[src/rtl/y86_decode_stage.sv]
// y86_decode_stage
//   Decode / register-file stage of the pipelined Y86-64 core. Picks srcA/srcB/dstE/dstM from
//   icode/rA/rB, reads a 2R/2W register file with write-to-read bypass from writeback, and loads
//   the result into the D->E pipeline register under stall/bubble control.
// Ports
//   clk, rst_n                 clock, asynchronous active-low reset
//   d_valid, d_icode, d_ifun   D-stage instruction (valid flag, codes)
//   d_rA, d_rB, d_valC, d_valP D-stage register fields, constant, incremented PC
//   stall, bubble              E register hold / nop insertion (stall wins)
//   w_dstE/w_valE, w_dstM/w_valM  writeback ports (RNONE = no write, M wins on same id)
//   e_*                        registered D->E pipeline register outputs
module y86_decode_stage #(
    parameter int unsigned     DATA_W = 64,
    parameter int unsigned     NREGS  = 15,
    parameter int unsigned     RID_W  = 4,
    parameter logic [RID_W-1:0] RNONE = RID_W'(15),
    parameter logic [RID_W-1:0] RSP   = RID_W'(4)
) (
    input  logic              clk,
    input  logic              rst_n,
    input  logic              d_valid,
    input  logic [3:0]        d_icode,
    input  logic [3:0]        d_ifun,
    input  logic [RID_W-1:0]  d_rA,
    input  logic [RID_W-1:0]  d_rB,
    input  logic [DATA_W-1:0] d_valC,
    input  logic [DATA_W-1:0] d_valP,
    input  logic              stall,
    input  logic              bubble,
    input  logic [RID_W-1:0]  w_dstE,
    input  logic [DATA_W-1:0] w_valE,
    input  logic [RID_W-1:0]  w_dstM,
    input  logic [DATA_W-1:0] w_valM,
    output logic              e_valid,
    output logic [3:0]        e_icode,
    output logic [3:0]        e_ifun,
    output logic [DATA_W-1:0] e_valA,
    output logic [DATA_W-1:0] e_valB,
    output logic [DATA_W-1:0] e_valC,
    output logic [RID_W-1:0]  e_srcA,
    output logic [RID_W-1:0]  e_srcB,
    output logic [RID_W-1:0]  e_dstE,
    output logic [RID_W-1:0]  e_dstM,
    output logic              e_inv
);

    localparam logic [3:0] ICODE_NOP = 4'd1;

    logic [DATA_W-1:0] r_regs [NREGS];

    logic [RID_W-1:0]  w_src_a;
    logic [RID_W-1:0]  w_src_b;
    logic [RID_W-1:0]  w_dst_e;
    logic [RID_W-1:0]  w_dst_m;
    logic              w_inv;
    logic [DATA_W-1:0] w_rf_a;
    logic [DATA_W-1:0] w_rf_b;
    logic [DATA_W-1:0] w_byp_a;
    logic [DATA_W-1:0] w_byp_b;
    logic [DATA_W-1:0] w_val_a;

    logic              r_e_valid;
    logic [3:0]        r_e_icode;
    logic [3:0]        r_e_ifun;
    logic [DATA_W-1:0] r_e_val_a;
    logic [DATA_W-1:0] r_e_val_b;
    logic [DATA_W-1:0] r_e_val_c;
    logic [RID_W-1:0]  r_e_src_a;
    logic [RID_W-1:0]  r_e_src_b;
    logic [RID_W-1:0]  r_e_dst_e;
    logic [RID_W-1:0]  r_e_dst_m;
    logic              r_e_inv;

    // Register-id selection. cmov (icode 2) always names rB as dstE; the condition is
    // resolved in execute, which cancels the write there.
    always_comb begin
        w_src_a = RNONE;
        w_src_b = RNONE;
        w_dst_e = RNONE;
        w_dst_m = RNONE;
        w_inv   = 1'b0;
        case (d_icode)
            4'd2:    begin w_src_a = d_rA;                  w_dst_e = d_rB; end
            4'd3:    begin                                  w_dst_e = d_rB; end
            4'd4:    begin w_src_a = d_rA; w_src_b = d_rB;                  end
            4'd5:    begin w_src_b = d_rB;                  w_dst_m = d_rA; end
            4'd6:    begin w_src_a = d_rA; w_src_b = d_rB;  w_dst_e = d_rB; end
            4'd8:    begin w_src_b = RSP;                   w_dst_e = RSP;  end
            4'd9:    begin w_src_a = RSP;  w_src_b = RSP;   w_dst_e = RSP;  end
            4'd10:   begin w_src_a = d_rA; w_src_b = RSP;   w_dst_e = RSP;  end
            4'd11:   begin
                w_src_a = RSP;
                w_src_b = RSP;
                w_dst_e = RSP;
                w_dst_m = d_rA;
            end
            4'd12, 4'd13, 4'd14, 4'd15: w_inv = 1'b1;
            default: ;
        endcase
    end

    // Array read; ids outside 0..NREGS-1 (including RNONE) fall through to 0.
    always_comb begin
        w_rf_a = '0;
        w_rf_b = '0;
        for (int i = 0; i < int'(NREGS); i++) begin
            if (w_src_a == RID_W'(i) && w_src_a != RNONE) w_rf_a = r_regs[i];
            if (w_src_b == RID_W'(i) && w_src_b != RNONE) w_rf_b = r_regs[i];
        end
    end

    // Bypass: the M port has priority, matching the write priority below.
    always_comb begin
        w_byp_a = w_rf_a;
        w_byp_b = w_rf_b;
        if (w_src_a != RNONE && w_src_a == w_dstM)      w_byp_a = w_valM;
        else if (w_src_a != RNONE && w_src_a == w_dstE) w_byp_a = w_valE;
        if (w_src_b != RNONE && w_src_b == w_dstM)      w_byp_b = w_valM;
        else if (w_src_b != RNONE && w_src_b == w_dstE) w_byp_b = w_valE;
    end

    // call/jXX carry the return/fall-through address in valA
    assign w_val_a = (d_icode == 4'd7 || d_icode == 4'd8) ? d_valP : w_byp_a;

    // Register file writes; never stalled. Same-id collision keeps valM (popq %rsp).
    always_ff @(posedge clk or negedge rst_n) begin
        if (!rst_n) begin
            for (int i = 0; i < int'(NREGS); i++) r_regs[i] <= '0;
        end else begin
            for (int i = 0; i < int'(NREGS); i++) begin
                if (w_dstM == RID_W'(i))      r_regs[i] <= w_valM;
                else if (w_dstE == RID_W'(i)) r_regs[i] <= w_valE;
            end
        end
    end

    // D->E pipeline register
    always_ff @(posedge clk or negedge rst_n) begin
        if (!rst_n) begin
            r_e_valid <= 1'b0;
            r_e_icode <= ICODE_NOP;
            r_e_ifun  <= 4'd0;
            r_e_val_a <= '0;
            r_e_val_b <= '0;
            r_e_val_c <= '0;
            r_e_src_a <= RNONE;
            r_e_src_b <= RNONE;
            r_e_dst_e <= RNONE;
            r_e_dst_m <= RNONE;
            r_e_inv   <= 1'b0;
        end else if (stall) begin
            // hold
        end else if (bubble || !d_valid) begin
            r_e_valid <= 1'b0;
            r_e_icode <= ICODE_NOP;
            r_e_ifun  <= 4'd0;
            r_e_val_a <= '0;
            r_e_val_b <= '0;
            r_e_val_c <= '0;
            r_e_src_a <= RNONE;
            r_e_src_b <= RNONE;
            r_e_dst_e <= RNONE;
            r_e_dst_m <= RNONE;
            r_e_inv   <= 1'b0;
        end else begin
            r_e_valid <= 1'b1;
            r_e_icode <= d_icode;
            r_e_ifun  <= d_ifun;
            r_e_val_a <= w_val_a;
            r_e_val_b <= w_byp_b;
            r_e_val_c <= d_valC;
            r_e_src_a <= w_src_a;
            r_e_src_b <= w_src_b;
            r_e_dst_e <= w_dst_e;
            r_e_dst_m <= w_dst_m;
            r_e_inv   <= w_inv;
        end
    end

    assign e_valid = r_e_valid;
    assign e_icode = r_e_icode;
    assign e_ifun  = r_e_ifun;
    assign e_valA  = r_e_val_a;
    assign e_valB  = r_e_val_b;
    assign e_valC  = r_e_val_c;
    assign e_srcA  = r_e_src_a;
    assign e_srcB  = r_e_src_b;
    assign e_dstE  = r_e_dst_e;
    assign e_dstM  = r_e_dst_m;
    assign e_inv   = r_e_inv;

endmodule

[config.mk]
export PLATFORM = sky130hd
export DESIGN_NAME = y86_decode_stage
export DESIGN_NICKNAME = d
export VERILOG_FILES = /design/src/rtl/y86_decode_stage.sv
export SDC_FILE = /design/constraint.sdc
export NUM_CORES = 2
export LEC_CHECK = 0
export ABC_CLOCK_PERIOD_IN_PS = 2250
export CAP_MARGIN = 20
export CORE_MARGIN = 2
export CORE_UTILIZATION = 34
export DETAILED_ROUTE_END_ITERATION = 10
export PLACE_DENSITY_LB_ADDON = 0.05
export SYNTH_ARGS = -nofsm -noshare
export SYNTH_HDL_FRONTEND = slang
export SYNTH_SLANG_ARGS = --single-unit
[constraint.sdc]
create_clock -name clk -period 2.25 [get_ports clk]
set_clock_uncertainty 0.2 [all_clocks]
set_input_delay 0.45 -clock clk [delete_from_list [all_inputs] [get_ports clk]]
set_output_delay 0.45 -clock clk [all_outputs]
set_load 0.02 [all_outputs]
### Yosys cells after proc, flatten, opt, wreduce, memory -nomap -nowiden

Cells that the tools add are included.

* memories: 0
* bits in registers: 1178
* input bits: 285
* bits in latches: 0
* memory bits (read-only): 0
* bits in writable memories: 0
* output and inout bits: 218

* shift operators: 0
* reductions and logical operators: 63
* divide/modulo/power cells: 0
* bitwise gates (word level): 0
* muxes and demuxes: 81
* add/sub/neg operators: 0
* multipliers: 0
* $lt $le $gt $ge: 0
* eq/ne operators: 76

Operators with widths (number)
* two-way mux 64 bit: 68
* equality test 4 bit (second input constant): 36
* equality test 4 x 3 -> 1 bit (second input constant): 20
* equality test 4 x 2 -> 1 bit (second input constant): 10
* logical AND 1 bit: 34
* nonzero test 2 bit: 15
* two-way mux 4 bit: 7
* case mux 4 bit (2 select lines): 3
* equality test 4 x 1 -> 1 bit (second input constant): 4
* equality test 4 bit: 4
* zero test 4 bit: 4
* OR reduction 4 bit: 3
* inequality test 4 bit (second input constant): 2
* OR reduction 3 bit: 2
* OR reduction 2 bit: 2
* two-way mux 1 bit: 3
* logical OR 1 bit: 2
* zero test 1 bit: 1

### Longest topological paths before layout

* depth in word-level cells: 24
* gate-level depth with buffers: 14
* depth with buffers taken out: 8

### Least setup slack after synthesis

No wires, ideal clock.

* path type: input to register
* from: input d_icode[2]
* to: register r_e_val_b[0] (netlist: e_valB[0])
* stages: 11
* arrival time: 2.773 ns
* buffers on the path: 3
* path slack: -0.849 ns
* cell sequence: buf_4 > nand2b_1 > buf_2 > buf_2 > o31ai_2 > mux2_2 > a22oi_1 > o211ai_1 > a221oi_1 > a21oi_1 > a221o_1

* cells in the longest elaborated chain, start to end: 23
* elaborated cells between the ends (all ways): 63

Ends and longest elaborated chain
* start, declared: line 22 `input logic [3:0] d_icode,`
* equality test 4 bit / equality test 4 x 3 -> 1 bit (equally long branches): line 82 `case (d_icode)`
* OR reduction 4 bit (no line) / OR reduction 3 bit (equally long branches)
* case mux 4 bit (2 select lines) (*): line 82
* inequality test 4 bit / zero test 4 bit (equally long branches): line 108, 118, 119
* logical AND 1 bit: line 108 `if (w_src_b == RID_W'(i) && w_src_b != RNONE) w_rf_b = r_regs[i];`
* two-way mux 64 bit (15 in a row): line 108
* two-way mux 64 bit: line 119 `else if (w_src_b != RNONE && w_src_b == w_dstE) w_byp_b = w_valE;`
* two-way mux 64 bit (*): line 118 `if (w_src_b != RNONE && w_src_b == w_dstM) w_byp_b = w_valM;`
* two-way mux 64 bit (*): line 153 `end else if (bubble || !d_valid) begin`
* end signal, assigned: line 170 `r_e_val_b <= w_byp_b;`
* end, declared: line 66 `logic [DATA_W-1:0] r_e_val_b;`

Every way passes the cells marked *; elsewhere a longest branch is shown, timed or not.
A chain may end at the register's enable or synchronous reset.

### Worst setup path after layout

* from: input d_icode[0]
* to: register r_e_val_a[52] (netlist: e_valA[52])

* cells in the longest elaborated chain, start to end: 24
* elaborated cells between the ends (all ways): 66

Ends and longest elaborated chain
* equality test 4 bit (tied with other cells): line 82
* OR reduction 4 bit (no line) / OR reduction 2 bit (equally long branches)
* case mux 4 bit (2 select lines): line 82
* inequality test 4 bit / zero test 4 bit (equally long branches): line 107, 116, 117
* logical AND 1 bit: line 107 `if (w_src_a == RID_W'(i) && w_src_a != RNONE) w_rf_a = r_regs[i];`
* two-way mux 64 bit (15 in a row): line 107
* two-way mux 64 bit: line 117 `else if (w_src_a != RNONE && w_src_a == w_dstE) w_byp_a = w_valE;`
* two-way mux 64 bit: line 116 `if (w_src_a != RNONE && w_src_a == w_dstM) w_byp_a = w_valM;`
* two-way mux 64 bit (*): line 123 `assign w_val_a = (d_icode == 4'd7 || d_icode == 4'd8) ? d_valP : w_byp_a;`
* two-way mux 64 bit (*): line 153
* end signal, assigned: line 169 `r_e_val_a <= w_val_a;`
* end, declared: line 65 `logic [DATA_W-1:0] r_e_val_a;`

Marks and branches as above.

==> out/qor.txt <==
========================================================================================
Port Buffers                                                                         502
Share of flip-flops with an asynchronous set or reset                               100%
Filler-free cell count of the finished design                                     11,834
Post-Synth Simple-Gate Area                                                        10.2%
CP Data Arrival Time                                                             3250 ps
Total die area                                                                 0.204 mm²
Number of global-route vias before repair                                         74,189
Root buffer cell                                                            sky130_fd_sc_hd__clkbuf_16
Xor and xnor area share after synthesis                                           0.103%
Layout Area Growth over Synthesis                                                  50.3%
Mean number of vias per cell                                                        6.60
Largest cells by area after synthesis                                       sky130_fd_sc_hd__dfrtp_1 (43%), sky130_fd_sc_hd__mux2i_1 (14%), sky130_fd_sc_hd__o21ai_0 (7.2%)
Fill cells                                                                        18,340
All-Layer GR Usage                                                                 46.0%
Hold_ws                                                                         -10.0 ps
Distinct cells, synth                                                                 86
Violated checks                                                             DRC, hold timing, setup timing
Share of the clock period used by the worst path                                    121%
Pleak                                                                            42.0 nW
Power Dens Cells                                                              701 mW/mm²
DRT antenna net count                                                                  0
Vert. Die Dim                                                                     452 µm
# Max-Cap Violations                                                                   0
Number of warning messages in the yosys log                                            0
CP Max Fanout                                                                          5
Final hold viol count                                                                  1
Final net count                                                                    9,327
Initial core utilization                                                           34.2%
CTS Buf Count                                                                        149
Critical Path Slowest Stage Cell                                            sky130_fd_sc_hd__a222oi_1
Number of instances in the placed design                                          11,153
Number of antenna violations at the first check in global routing                     24
Largest area contributor in the synthesized netlist                         sky130_fd_sc_hd__dfrtp_1
Top Family by Delay on Critical Path                                        simple AND/OR/NAND/NOR gates
Final Critical Period                                                            2730 ps
Post-synthesis adder-cell area fraction                                               0%
Max Slew Vio Count                                                                     0
Mux contribution to synthesized area                                               14.6%
Core ar.                                                                       0.199 mm²
Critical setup path kind                                                          in2reg
Max Buffers Root-to-Sink                                                               3
Maximum number of pins on one net before global-route repair                          86
Total number of vias                                                              78,114
Hold/Removal Path Class                                                           in2reg
Required @ worst endpoint                                                        2770 ps
Std-Cell Rows                                                                        164
Clock-pin slew of the registers on the worst-case setup and hold paths             60 ps
Number of clock sinks                                                              1,178
Total overflow reported by the global router                                           0
Cells along the critical path                                               buf_12, buf_12, and3b_2, buf_6, buf_6, or4_4, o2111ai_4, or2_4, buf_6, nor2_4, buf_6, buf_12, a222oi_1, nand2_1
Post-Syn Area                                                                 0.0682 mm²
Longest individual stage delay on the worst path                                  810 ps
DR DRC count                                                                          15
Max Freq                                                                         367 MHz
Instance count of the mapped netlist                                               7,525
Number of enable-type register cells in the synthesized netlist                        0
Ys flop type                                                                sky130_fd_sc_hd__dfrtp_1
Fin util                                                                           51.4%
Least-Margin Pin Slew                                                             921 ps
Sequential share of the synthesized area                                           43.3%
CP Launch Type                                                                input port
FF+latch count, synth                                                              1,178
Clock tree from TritonCTS                                                            yes
Fraction of the mapped netlist area in compound gates                              26.2%
Number of buffers and inverters on the critical path                                   7
Chip width                                                                        452 µm
Number of search-and-repair iterations in the first detailed-routing pass             11
Count of final setup violators                                                       131
Share of cells above drive strength 1                                              29.4%
Main combinational cell family by area after synthesis                      compound AO/OA/AOI/OAI gates
Syn Area/Cell                                                                   9.06 µm²
Max rail drop VDD                                                                 865 µV
Routed len/inst                                                                  41.2 µm
IO Count                                                                             503
Deepest level of the CTS H-tree                                                        4
Unrepaired setup endpoints after global routing                                      yes
Half-perimeter wire length after placement                                        341 mm
Power, Total                                                                     71.8 mW
GP Congestion                                                                       1.02
Net Count, Synth                                                                   7,810
Fin worst setup slack                                                            -479 ps
Nature of the critical path endpoint                                           flip-flop
Result of the run                                                           complete, but fails checks
Remaining max-slew budget at the tightest pin                                      38.6%
Iteration-0 DRC count of the detailed router                                      12,929
Source-to-sink clock delay at the later pin of the worst-skew pair                890 ps
Global-route wire length before repair                                            651 mm
Critical path's most frequent cell                                          sky130_fd_sc_hd__buf_6
DP Worst Slack                                                                  -2040 ps
Portion of synthesized cell area occupied by the leading cell type                 42.6%
Wirelength, routed                                                                487 mm
========================================================================================
-- worst register-to-register path, stage by stage (launching register included) --
cell and delay (ps):
sky130_fd_sc_hd__dfrtp_1 590, sky130_fd_sc_hd__o211ai_1 210, sky130_fd_sc_hd__buf_4 210, sky130_fd_sc_hd__a21oi_1 330, sky130_fd_sc_hd__o221ai_2 170, sky130_fd_sc_hd__o21ai_2 280
sky130_fd_sc_hd__o221ai_4 200, sky130_fd_sc_hd__nand2_1 90
-- Yosys cell counts, types with 31 or more instances --
cell                          n
sky130_fd_sc_hd__clkbuf_1   682
sky130_fd_sc_hd__nand2_1    954
sky130_fd_sc_hd__o221ai_1    69
sky130_fd_sc_hd__nor2_1     429
sky130_fd_sc_hd__a221oi_1   146
sky130_fd_sc_hd__o21ai_1     31
sky130_fd_sc_hd__a22oi_1    277
sky130_fd_sc_hd__o211ai_1    84
sky130_fd_sc_hd__mux2i_1    979
sky130_fd_sc_hd__o22ai_1     94
sky130_fd_sc_hd__a21oi_1    447
sky130_fd_sc_hd__o21ai_0    978
sky130_fd_sc_hd__a221o_1     36
sky130_fd_sc_hd__nor3_1      49
sky130_fd_sc_hd__dfrtp_1   1161
sky130_fd_sc_hd__buf_2      115
sky130_fd_sc_hd__o31ai_1     36
sky130_fd_sc_hd__buf_1      129
sky130_fd_sc_hd__nand3_1     75
sky130_fd_sc_hd__a222oi_1   198
sky130_fd_sc_hd__a22o_1     132
-- cell usage in the layout, fill, tap and decap left out, drive strengths merged, types with 19 or more instances in the layout --
| master | synthesis | final |
|---|---|---|
| a211oi | 27 | 27 |
| a21oi | 449 | 449 |
| a221o | 36 | 36 |
| a221oi | 147 | 147 |
| a222oi | 198 | 198 |
| a22o | 132 | 132 |
| a22oi | 277 | 277 |
| a31oi | 21 | 21 |
| buf | 261 | 1792 |
| clkbuf | 686 | 231 |
| clkdlybuf4s15 | 0 | 100 |
| clkdlybuf4s50 | 0 | 269 |
| clkinv | 0 | 34 |
| dfrtp | 1161 | 1161 |
| dlygate4sd2 | 0 | 67 |
| dlygate4sd3 | 0 | 72 |
| inv | 20 | 22 |
| mux2i | 979 | 979 |
| nand2 | 955 | 955 |
| nand3 | 75 | 75 |
| nand4 | 26 | 26 |
| nor2 | 434 | 434 |
| nor2b | 19 | 19 |
| nor3 | 53 | 53 |
| nor4 | 27 | 27 |
| o2111ai | 23 | 23 |
| o211ai | 84 | 84 |
| o21ai | 1010 | 1010 |
| o221ai | 69 | 69 |
| o22ai | 94 | 94 |
| o31ai | 39 | 39 |
-- cells by family after synthesis --
logic type | after synthesis
AO/OA/AOI/OAI | 2716
AND/OR/NAND/NOR | 1664
flip-flops | 1178
multiplexers | 992
buffers and inverters | 967
XOR/XNOR | 8
-- final timing paths --
kind	startpoint	to	slack, ps	cells after the start
setup / recovery	d_icode[0]	e_valA[52]	-480	14
hold / removal	d_valP[32]	e_valA[32]	-10	3
setup reg to reg	r_regs[497]	e_valA[49]	-100	7
hold reg to reg	e_dstM[2]	e_dstM[2]	260	2
max in group asynchronous	rst_n	r_regs[837]	570	3
min in group asynchronous	rst_n	e_valB[21]	180	3
-- timing repair --
| action | 4_1_cts | 5_1_grt |
|---|---|---|
| endpoints found under the setup margin | 346 | 153 |
| cloned | 27 | 3 |
| pin swaps | 268 | 212 |
| endpoints found under the hold margin | 1175 | 0 |
| resized for setup | 1269 | 294 |
| hold buffers | 72 | 0 |
| setup buffers | 232 | 117 |
-- metrics by stage --
| step | setup TNS, ps | instance area (µm²) |
|---|---|---|
| final | -30130 | 102000 |
| after global routing | -36550 | 102000 |
| after CTS | -20790 | 100000 |
| after detailed placement | -741140 | 89200 |
| after global placement | -735780 | 89200 |
| after floorplan | -59140 | 69200 |
-- power breakdown --
group / internal, mW / switching (mW)
clock network: 14.2 / 10.7
registers: 25.3 / 4.97
logic: 7.31 / 9.31
-- cell type report --
class | instances | area, µm² | area share [%]
diodes | 18 | 45.0 | 0.0440
clock inverters | 46 | 541 | 0.528
multi-input cells | 5381 | 38800 | 37.8
repair buffers | 2312 | 25800 | 25.1
clock buffers | 223 | 4390 | 4.28
inverters | 20 | 82.6 | 0.0806
flip-flops and latches | 1178 | 29500 | 28.8
well taps | 2656 | 3320 | 3.24
-- flip-flops by register name (all words and copies together), names as in the netlist --
| signal | count |
|---|---|
| e_icode | 4 |
| e_dstE | 4 |
| e_dstM | 4 |
| e_srcA | 4 |
| e_valC | 64 |
| e_valA | 64 |
| r_regs | 960 |
| e_valB | 64 |
| e_valid | 1 |
| e_inv | 1 |
| e_srcB | 4 |
| e_ifun | 4 |
-- metal layers --
metal	vias up	GRT usage (%)	part of all wire, %
met4	18	36.0	9.4
li1	31100	-	-
met3	1894	13.9	12
met2	6310	66.7	42
met5	-	0	0.028
met1	38792	56.9	37
(Power assumes the default switching activity.)
